`src/rtl/switch_debouncer_pkg.sv`:
```
// Shared sizing and types for the switch debouncer block.
package switch_pkg;

    localparam int NUM_SWITCHES            = 16;
    localparam int DEFAULT_DEBOUNCE_CYCLES = 1_000_000;  // 10 ms at 100 MHz

    typedef logic [NUM_SWITCHES-1:0] sw_vec_t;

endpackage

```
`src/rtl/switch_debouncer_bit.sv`:
```
// Single-bit bounce filter: a stable flop plus a window counter that must see
// DEBOUNCE_CYCLES consecutive differing samples before the stable value flips.
module debounce_bit
    import switch_pkg::*;
#(
    parameter int   DEBOUNCE_CYCLES = DEFAULT_DEBOUNCE_CYCLES,
    parameter int   CNT_W           = $clog2(DEBOUNCE_CYCLES),
    parameter logic RESET_VALUE     = 1'b0
) (
    input  logic clk,
    input  logic rst_n,
    input  logic sample,
    output logic stable,
    output logic rise,
    output logic fall,
    output logic stable_next,
    output logic flip_next
);

    localparam logic [CNT_W-1:0] LAST = CNT_W'(DEBOUNCE_CYCLES - 1);

    logic [CNT_W-1:0] cnt;
    logic [CNT_W-1:0] cnt_next;

    // Next state is exposed so the parent can register event data on the
    // same edge that the stable value flips.
    always_comb begin
        stable_next = stable;
        cnt_next    = cnt;
        flip_next   = 1'b0;
        if (sample == stable) begin
            cnt_next = '0;
        end else if (cnt == LAST) begin
            stable_next = sample;
            cnt_next    = '0;
            flip_next   = 1'b1;
        end else begin
            cnt_next = cnt + CNT_W'(1);
        end
    end

    always_ff @(posedge clk or negedge rst_n) begin
        if (!rst_n) begin
            stable <= RESET_VALUE;
            cnt    <= '0;
            rise   <= 1'b0;
            fall   <= 1'b0;
        end else begin
            stable <= stable_next;
            cnt    <= cnt_next;
            rise   <= flip_next & stable_next;
            fall   <= flip_next & ~stable_next;
        end
    end

endmodule

```
`src/rtl/switch_debouncer.sv`:
```
// Per-bit switch debouncing with edge pulses and an accumulating change-event
// record handed to the CPU side over a valid/ready handshake.
module switch_debouncer
    import switch_pkg::*;
#(
    parameter int                 NUM_SW          = NUM_SWITCHES,
    parameter int                 DEBOUNCE_CYCLES = DEFAULT_DEBOUNCE_CYCLES,
    parameter int                 CNT_W           = $clog2(DEBOUNCE_CYCLES),
    parameter logic [NUM_SW-1:0]  RESET_VALUE     = '0
) (
    input  logic              clk,
    input  logic              rst_n,
    input  logic [NUM_SW-1:0] sync_in,
    output logic [NUM_SW-1:0] sw_stable,
    output logic [NUM_SW-1:0] sw_rise,
    output logic [NUM_SW-1:0] sw_fall,
    output logic              change_valid,
    output logic [NUM_SW-1:0] change_mask,
    output logic [NUM_SW-1:0] change_value,
    input  logic              change_ready
);

    logic [NUM_SW-1:0] stable_next;
    logic [NUM_SW-1:0] flip_next;
    logic              accepted;

    for (genvar i = 0; i < NUM_SW; i++) begin : g_bit
        debounce_bit #(
            .DEBOUNCE_CYCLES (DEBOUNCE_CYCLES),
            .CNT_W           (CNT_W),
            .RESET_VALUE     (RESET_VALUE[i])
        ) u_bit (
            .clk         (clk),
            .rst_n       (rst_n),
            .sample      (sync_in[i]),
            .stable      (sw_stable[i]),
            .rise        (sw_rise[i]),
            .fall        (sw_fall[i]),
            .stable_next (stable_next[i]),
            .flip_next   (flip_next[i])
        );
    end

    // Handshake: an event transfers on any edge where change_valid && change_ready.
    // change_valid never drops without a transfer; mask/value only move while
    // valid is high and ready low when new changes merge in. A change landing
    // on the transfer edge starts a fresh mask so nothing is lost or repeated.
    assign accepted = change_valid && change_ready;

    always_ff @(posedge clk or negedge rst_n) begin
        if (!rst_n) begin
            change_valid <= 1'b0;
            change_mask  <= '0;
            change_value <= RESET_VALUE;
        end else if (flip_next != '0) begin
            change_valid <= 1'b1;
            change_mask  <= (accepted ? '0 : change_mask) | flip_next;
            change_value <= stable_next;
        end else if (accepted) begin
            change_valid <= 1'b0;
            change_mask  <= '0;
        end
    end

endmodule
```
`config.mk`:
```
export PLATFORM = sky130hd
export DESIGN_NAME = switch_debouncer
export DESIGN_NICKNAME = d
export VERILOG_FILES = /design/src/rtl/switch_debouncer_pkg.sv /design/src/rtl/switch_debouncer_bit.sv /design/src/rtl/switch_debouncer.sv
export SDC_FILE = /design/constraint.sdc
export NUM_CORES = 1
export LEC_CHECK = 0
export CAP_MARGIN = 10
export CORE_MARGIN = 2
export CORE_UTILIZATION = 25
export CTS_BUF_LIST = sky130_fd_sc_hd__clkbuf_2 sky130_fd_sc_hd__clkbuf_4 sky130_fd_sc_hd__clkbuf_8
export CTS_CLUSTER_DIAMETER = 150
export DETAILED_ROUTE_END_ITERATION = 12
export PLACE_DENSITY = 0.48
export SKIP_CTS_REPAIR_TIMING = 1
export SYNTH_ARGS = -nofsm -noshare
export SYNTH_HDL_FRONTEND = slang
export SYNTH_HIERARCHICAL = 1
export SYNTH_SLANG_ARGS = --single-unit
```
`constraint.sdc`:
```
create_clock -name clk -period 3.1 [get_ports clk]
set_input_delay 0.62 -clock clk [delete_from_list [all_inputs] [get_ports clk]]
set_output_delay 0.62 -clock clk [all_outputs]
set_load 0.02 [all_outputs]
```
# Yosys cells after proc, flatten, opt, wreduce, memory -nomap -nowiden
# Index checks and enable logic that the tools add are counted.
[word_totals]
ff_bits = 401
out_inout_bits = 81
wordCells = 267
[classes]
addsub = 16
eq_ne = 32
mux = 100
bitwise = 49
n_reduce_logical = 3
[ops]
columns = ["op", "n"]
rows = [
  ["two-way mux 20 bit", 32],
  ["adder 20 x 1 -> 20 bit, second input constant", 16],
  ["== test 20 bit, second input constant", 16],
  ["two-way mux 1 bit", 66],
  ["bitwise AND 1 bit", 32],
  ["two-way mux 16 bit", 2],
  ["== test 1 bit", 16],
  ["NOT 1 bit", 16],
  ["OR 16 bit", 1],
  ["nonzero test 16 bit", 1],
  ["nonzero test 2 bit", 1],
  ["logical AND 1 bit", 1],
]

# Depth between registers and ports, before layout
# Gate-level depths: netlist (run 1).
[logic_depth]
word_depth = 5
ltp_mapped = 9

# Modules after synthesis
# Netlist (run 1), hierarchy kept.
[by_module_without_submodules]
columns = ["mod", "instances", "cells_each", "area_each_um2", "seq_area_each_um2"]
rows = [
  ["debounce_bit", 16, 110, 1123.6, 575.6],
  ["switch_debouncer", 1, 75, 1236.2, 825.8],
]

# Worst setup path before layout (run 1)
# No wires, ideal clock.
[synth_timing]
path_kind = "register to register"
start = "register g_bit[12].u_bit.cnt[13]"
end = "register change_value[10]"
setup_time_ps = 125
t_arrival_ps = 2226
t_required_ps = 2975
slack_ps = 749
path_stages_with_launch = 9
period_less_slack_ps = 2351
cell_sequence = "dfrtp_1 or4_4 nor4_4 nand3_2 nor2_1 nor4_1 nand4_2 buf_6 mux2_4"
[synth_via]
elab_chain_len = 4
[synth_lines]
columns = ["item", "line_no", "source"]
rows = [
  ["from (decl)", "switch_debouncer_bit.sv:22", "logic [CNT_W-1:0] cnt;"],
  ["from (signal assigned)", "switch_debouncer_bit.sv:50", "cnt <= cnt_next;"],
  ["== test 20 bit", "switch_debouncer_bit.sv:33", "end else if (cnt == LAST) begin"],
  ["two-way mux 1 bit", "switch_debouncer_bit.sv:33", ""],
  ["two-way mux 1 bit", "switch_debouncer_bit.sv:31", "if (sample == stable) begin"],
  ["net flip_next[12]", "switch_debouncer.sv:24", "logic [NUM_SW-1:0] flip_next;"],
  ["nonzero test 16 bit", "switch_debouncer.sv:55", "end else if (flip_next != '0) begin"],
  ["to (signal assigned)", "switch_debouncer.sv:58", "change_value <= stable_next;"],
  ["to (decl)", "switch_debouncer.sv:19", "output logic [NUM_SW-1:0] change_value,"],
]
# The timed path passes the listed nets, and every way through them passes these cells.
# A chain may end at the register's enable or synchronous reset.

# Final worst setup path (run 1)
[layout_timing]
start = "register g_bit[9].u_bit.cnt[12]"
end = "register change_value[2]"
[layout_via]
elab_chain_len = 4
[layout_lines]
columns = ["item", "line_no"]
rows = [
  ["from (decl)", "switch_debouncer_bit.sv:22"],
  ["from (signal assigned)", "switch_debouncer_bit.sv:50"],
  ["== test 20 bit", "switch_debouncer_bit.sv:33"],
  ["two-way mux 1 bit", "switch_debouncer_bit.sv:33"],
  ["two-way mux 1 bit", "switch_debouncer_bit.sv:31"],
  ["net flip_next[9]", "switch_debouncer.sv:24"],
  ["nonzero test 16 bit", "switch_debouncer.sv:55"],
]
# The timed path passes the listed nets, and every way through them passes these cells.

==> summary.txt, run 1 <==
Status: finished, final reports clean
Max frequency: 0.3468 GHz
Switching Share: 0.2438
WHS Path Cells: 1
H-tree lvl count: 3
Mapped Cells: 1835
CTS tree: done
Mapped Nets: 1870
Pre-CTS WS: 0.03506 ns
Worst EP arrival: 3.41 ns
R2R depth: 9
Total routed wirelength: 42740 µm
Type of origin of the critical path: register
Skew-Pair Late Insertion Delay: 0.65 ns
Nets: 1984
Final global-route overflow total: 0
Yosys cell types: 34
Clock sinks: 401
Io pins: 100
Initial antenna violation count: 1
Drt first pass iters: 4
Clk_skew: 0.02744 ns
CP Class: register to register
Die area: 79090 µm²
Pint: 8583 µW
Synthesized cell area: 19210 µm²
Final setup fails: 0
Worst endpoint required time: 3.62 ns
Vias/cell: 4.570
Diode count: 0
Die X: 281.2 µm
Clock transition at path regs: 0.06 ns
DR iter-0 viols: 740
First-pass GRT wire length: 70780 µm
Seq pwr share: 0.483
R2r setup slk: 0.22 ns
Die Y: 281.2 µm
Commonest non-fill, non-tap cell in the layout: dfrtp_1
Largest net degree at the start of global routing: 66
Max-cap violation count: 0
DR vias: 13843
Slew HR: 0.4575
Final Hold Viols: 0
PwrDens: 498.1 nW/µm²
Slew Limit Fails: 0
Core box area: 76080 µm²
Max VDD drop: 0.2989 mV
Avg Inst Size Synth: 10.47 µm²
IO Port Bufs: 99
Crit end category: register
Residual DRC: 0
Area leader, netlist: dfrtp_1
Cts bufs inserted: 75
# rows: 101
Tcrit/Tclk final: 0.9301
Sequential-to-total area share from yosys stat: 0.5223
Initial Utilization: 0.2526
CP Max Fanout: 8
Most frequent cells in the layout: dfrtp_1 (401), nor2_1 (206), a21oi_1 (128), clkdlybuf4s50_1 (98), xnor2_1 (96)
Leak pwr: 0.009396 µW
GPL Wtd Cong: 0.7524
HP Start: g_bit[12].u_bit/cnt[0]
Reg-to-reg endpoint: change_value[2]
WL/cell: 14.11 µm
R2r startpoint: g_bit[9].u_bit/cnt[12]
Top cell type's share of synthesized area: 0.5223
GRT Util Overall: 0.1095
Longest Clk Path Bufs: 3
Post-synthesis register bit count: 401
CTS Root Cell: clkbuf_8
Sw Pwr: 2767 µW
HPWL after detailed placement: 28530 µm
Synth warnings: 6
Fin crit period: 2.883 ns
Setup WS post-layout: 0.2167 ns
Area grow syn2layout: 18.61%
Layout cells sized above 1: 0.1406
Largest cells by area after synthesis: dfrtp_1 (52%), xnor2_1 (4.4%), nor2_1 (4.1%), xor2_1 (3.6%), a21oi_1 (3.3%)
Worst-Margin Slew: 0.8118 ns
Remaining antenna violation count: 0
Comb pwr share: 0.061
WHS Endpoint: g_bit[12].u_bit/cnt[0]
Setup_tns: 0 ns
Setup repair after global routing missed its margin: false
Vias in the first global route: 13674
HP Class: register to register
Clock network fraction of total power: 0.457
==> Yosys cell counts (all sizes together) <==
master / instances
mux2: 32
a31o: 16
nor3b: 32
nand3: 80
xor2: 80
ha: 16
clkbuf: 49
dfrtp: 401
a21oi: 128
o31ai: 48
or2: 16
nand2: 65
nor2: 208
nand4: 81
buf: 33
or3: 80
and2: 48
inv: 65
nor4: 20
or4: 80
xnor2: 96
a21o: 17
and3: 64
o21ai: 80
==> registers in the layout, indices dropped and copies added (netlist names) <==
register / cells
g_bit.u_bit/cnt: 320
change_mask: 16
change_value: 16
g_bit.u_bit/fall: 16
g_bit.u_bit/rise: 16
g_bit.u_bit/stable: 16
change_valid: 1
==> critical path, cell delays in order, from the launching register on <==
cell and delay (ns):
dfrtp_1 0.43, or4_4 0.54, nor4_4 0.31, nand3_2 0.16, nor2_1 0.29, nor4_1 0.14
buf_4 0.17, nand4_2 0.15, buf_4 0.22, mux2_2 0.35
==> cell type report <==
class,instances,area [µm²]
Fill cell,7903,53290
Sequential cell,401,10030
Multi-Input combinational cell,1287,8484
Clock buffer,117,1448
Tap cell,1030,1289
Timing Repair Buffer,119,1224
Inverter,65,244.0
Clock inverter,10,65.06
==> routing by layer <==
metal,track usage,up-vias,wire [µm]
met5,0,-,0
met4,0.03287,0,900
met3,0.02901,79,2030
met2,0.1675,216,18990
met1,0.1510,6831,20820
li1,-,6717,-
==> power by group through the flow <==
stage                     registers (µW)  logic (µW)  clock network (µW)
after detailed placement            5570         708                   0
after floorplan                     5580         390                   0
final                               5480         688                5190
after CTS                           5480         712                5450
after global routing                5490         783                5700
after global placement              5560         683                   0
==> worst max-delay path by stage <==
stage | startpoint | to | cells after the start
after floorplan | g_bit[12].u_bit/cnt[13] | change_value[10] | 8
after global placement | sync_in[7] | change_value[11] | 8
after detailed placement | sync_in[7] | change_value[2] | 8
after CTS | g_bit[8].u_bit/cnt[13] | change_value[0] | 9
after global routing | g_bit[2].u_bit/cnt[12] | change_value[0] | 9
final | g_bit[9].u_bit/cnt[12] | change_value[2] | 9
==> through the flow <==
step	instance area (µm²)	instances	util	hold WS (ns)	total power, µW
2_1_floorplan	19210	1835	-	0.3244	5970
3_3_place_gp	21260	2901	0.2795	0.4350	6243
3_5_place_dp	21260	2901	0.2795	0.4446	6276
4_1_cts	22770	3028	0.2993	-0.09732	11640
5_1_grt	22790	3029	0.2995	0.4725	11970
6_report	22790	3029	0.2995	0.4485	11350
==> cells by family after synthesis <==
family	Yosys count	share of synthesized area
simple gates	774	0.2400
flops	401	0.5223
compound gates	289	0.08700
xor+xnor	176	0.08023
buf+inv	147	0.03640
mux	32	0.02364
fa+ha+maj	16	0.01042
Note: power is estimated with default switching activity, not from simulation.
==> run 2, diff against run 1 <==
Settings changed: GPL_TIMING_DRIVEN set to 0.
==> run 2 against run 1 <==
  * Clock skew about the same
  * First-iteration DRC count decreased by 0.14%
  * Wire length increased by 2.4%
  * Critical path type unchanged
  * Clock-buffer cell count increased by 14
  * Combinational power up 10%
  * Final cell count is 2.9% higher
  * Critical endpoint is now change_value[11]
  * Sequential power is essentially flat
==> summary.txt, run 2 (synthesis results as in run 1) <==
# rows: 101 (unchanged)
DR iter-0 viols: 739 (was 740)
Most frequent cells in the layout: dfrtp_1 (401), nor2_1 (201), a21oi_1 (128), clkbuf_8 (106), clkdlybuf4s50_1 (98) (was dfrtp_1 (401), nor2_1 (206), a21oi_1 (128), clkdlybuf4s50_1 (98), xnor2_1 (96))
GR met2 Demand/Resource: 0.1768 (was 0.1675)
Longest Clk Path Bufs: 3 (unchanged)
GRT Util Overall: 0.1132 (was 0.1095)
HP Class: register to register (unchanged)
Fin crit period: 2.956 ns (was 2.883 ns)
Final setup fails: 0 (unchanged)
H-tree lvl count: 3 (unchanged)
Final global-route overflow total: 0 (unchanged)
Drt first pass iters: 5 (was 4)
First-pass GRT wire length: 73400 µm (was 70780 µm)
CP dominant cell by count: nor4_4 (was buf_4)
Largest net degree at the start of global routing: 114 (was 66)
Worst endpoint required time: 3.60 ns (was 3.62 ns)
Leak pwr: 0.009759 µW (was 0.009396 µW)
R2R depth: 8 (was 9)
Cts bufs inserted: 81 (was 75)
Die X: 281.2 µm (unchanged)
CP Max Fanout: 10 (was 8)
Worst EP arrival: 3.45 ns (was 3.41 ns)
Crit path cell chain: or4_4 -> nor4_4 -> nand3_2 -> nor2_4 -> nor4_4 -> nand4_4 -> buf_6 -> mux2_4 (was or4_4 -> nor4_4 -> nand3_2 -> nor2_1 -> nor4_1 -> buf_4 -> nand4_2 -> buf_4 -> mux2_2)
Slew HR: 0.4943 (was 0.4575)
Setup WS post-layout: 0.1435 ns (was 0.2167 ns)
DR vias: 14271 (was 13843)
Met1 Track Usage GR: 0.1472 (was 0.1510)
Die Y: 281.2 µm (unchanged)
WHS Path Cells: 1 (unchanged)
WHS: 0.4446 ns (was 0.4485 ns)
Max VDD drop: 0.2608 mV (was 0.2989 mV)
Reg with most FFs: g_bit.u_bit/cnt (unchanged)
Status: finished, final reports clean (unchanged)
Total routed wirelength: 43750 µm (was 42740 µm)
Residual DRC: 0 (unchanged)
HP Start: g_bit[5].u_bit/cnt[0] (was g_bit[12].u_bit/cnt[0])
CP Class: register to register (unchanged)
Max-cap violation count: 0 (unchanged)
CP peak stage delay: 0.56 ns (was 0.54 ns)
Layout cells sized above 1: 0.1635 (was 0.1406)
Crit path max-delay family: simple AND/OR/NAND/NOR gates (unchanged)
R2r startpoint: g_bit[4].u_bit/cnt[13] (was g_bit[9].u_bit/cnt[12])
WP buf/inv: 1 (was 2)
Core box area: 76080 µm² (unchanged)
Tcrit/Tclk final: 0.9537 (was 0.9301)
Clock sinks: 401 (unchanged)
Max frequency: 0.3382 GHz (was 0.3468 GHz)
IO Port Bufs: 99 (unchanged)
CTS tree: done (unchanged)
Crit path launch: g_bit[4].u_bit/cnt[13] (was g_bit[9].u_bit/cnt[12])
M3 GR Usage: 0.03508 (was 0.02901)
GPL Wtd Cong: 0.7617 (was 0.7524)
Io pins: 100 (unchanged)
Skew-Pair Late Insertion Delay: 0.64 ns (was 0.65 ns)
HPWL after detailed placement: 28860 µm (was 28530 µm)
Clock transition at path regs: 0.05 ns (was 0.06 ns)
Sequential standard cell area: 10030 µm² (unchanged)
PwrDens: 513.4 nW/µm² (was 498.1 nW/µm²)
Multi-input gate area: 8554 µm² (was 8484 µm²)
Vias in the first global route: 14533 (was 13674)
Area grow syn2layout: 22.12% (was 18.61%)
Slowest-stage cell, CP: or4_4 (unchanged)
Initial antenna violation count: 0 (was 1)
Nets: 2060 (was 1984)
Final Hold Viols: 0 (unchanged)
Worst-Margin Slew: 0.7586 ns (was 0.8118 ns)
Slew Limit Fails: 0 (unchanged)
Crit end category: register (unchanged)
GRT Max-Usage Layer: met2 (unchanged)
Type of origin of the critical path: register (unchanged)
WL/cell: 14.04 µm (was 14.11 µm)
Critical Path Stages: 8 (was 9)
CTS Root Cell: clkbuf_8 (unchanged)
Initial Utilization: 0.2526 (unchanged)
Pre-CTS WS: -0.9582 ns (was 0.03506 ns)
Max reg flops: 320 (unchanged)
# fillers: 7848 (was 7903)
Commonest non-fill, non-tap cell in the layout: dfrtp_1 (unchanged)
Clk_skew: 0.02772 ns (was 0.02744 ns)
Die area: 79090 µm² (unchanged)
Vias/cell: 4.578 (was 4.570)
Setup repair after global routing missed its margin: false (unchanged)
Remaining antenna violation count: 0 (unchanged)
## run 2: worst reg2reg max path: stages (launching register included)
cell and delay [ns]:
dfrtp_1 0.41, or4_4 0.56, nor4_4 0.34, nand3_2 0.23, nor2_4 0.31, nor4_4 0.15, nand4_4 0.15, buf_6 0.30
mux2_4 0.38
## run 2: metrics by stage
step | util | TNS [ns] | instances | total power (µW) | instance area [µm²]
after global routing | 0.3084 | 0 | 3116 | 12690 | 23460
after global placement | 0.2825 | -6848.85 | 2964 | 6308 | 21490
after detailed placement | 0.2841 | -13.78 | 2968 | 6339 | 21610
after floorplan | - | 0 | 1835 | 5970 | 19210
after CTS | 0.3070 | -7.719 | 3112 | 12370 | 23360
final | 0.3084 | 0 | 3117 | 12050 | 23460
## run 2: area by class of cell
class	count	share of cell area
inverter	65	0.01040
antenna	1	0.0001067
buffer	82	0.01941
sequential	401	0.4277
clock buffer	131	0.07018
multi-input combinational	1287	0.3646
tap	1030	0.05493
clock inverter	13	0.004160
timing repair buffer	107	0.04853
## run 2: where the power goes
part	leakage [µW]	internal (µW)	switching, µW	total (µW)
Combinational	0.00335	309	449	758
Clock	0.000927	3430	2390	5820
Sequential	0.00548	5370	96.0	5470
## run 2: final timing paths
kind / end / slack [ns]
min reg2reg: g_bit[5].u_bit/cnt[0] / 0.44
max reg2reg: change_value[11] / 0.14
min in group asynchronous: g_bit[3].u_bit/cnt[2] / 0.46
max: change_value[11] / 0.14
max in group asynchronous: g_bit[14].u_bit/cnt[3] / 1.46
min: g_bit[5].u_bit/cnt[0] / 0.44
## run 2: layer usage
layer / wire [µm] / share of wire
met5: 0 / 0
met4: 1190 / 0.027
met3: 2149 / 0.049
met2: 19780 / 0.45
met1: 20640 / 0.47
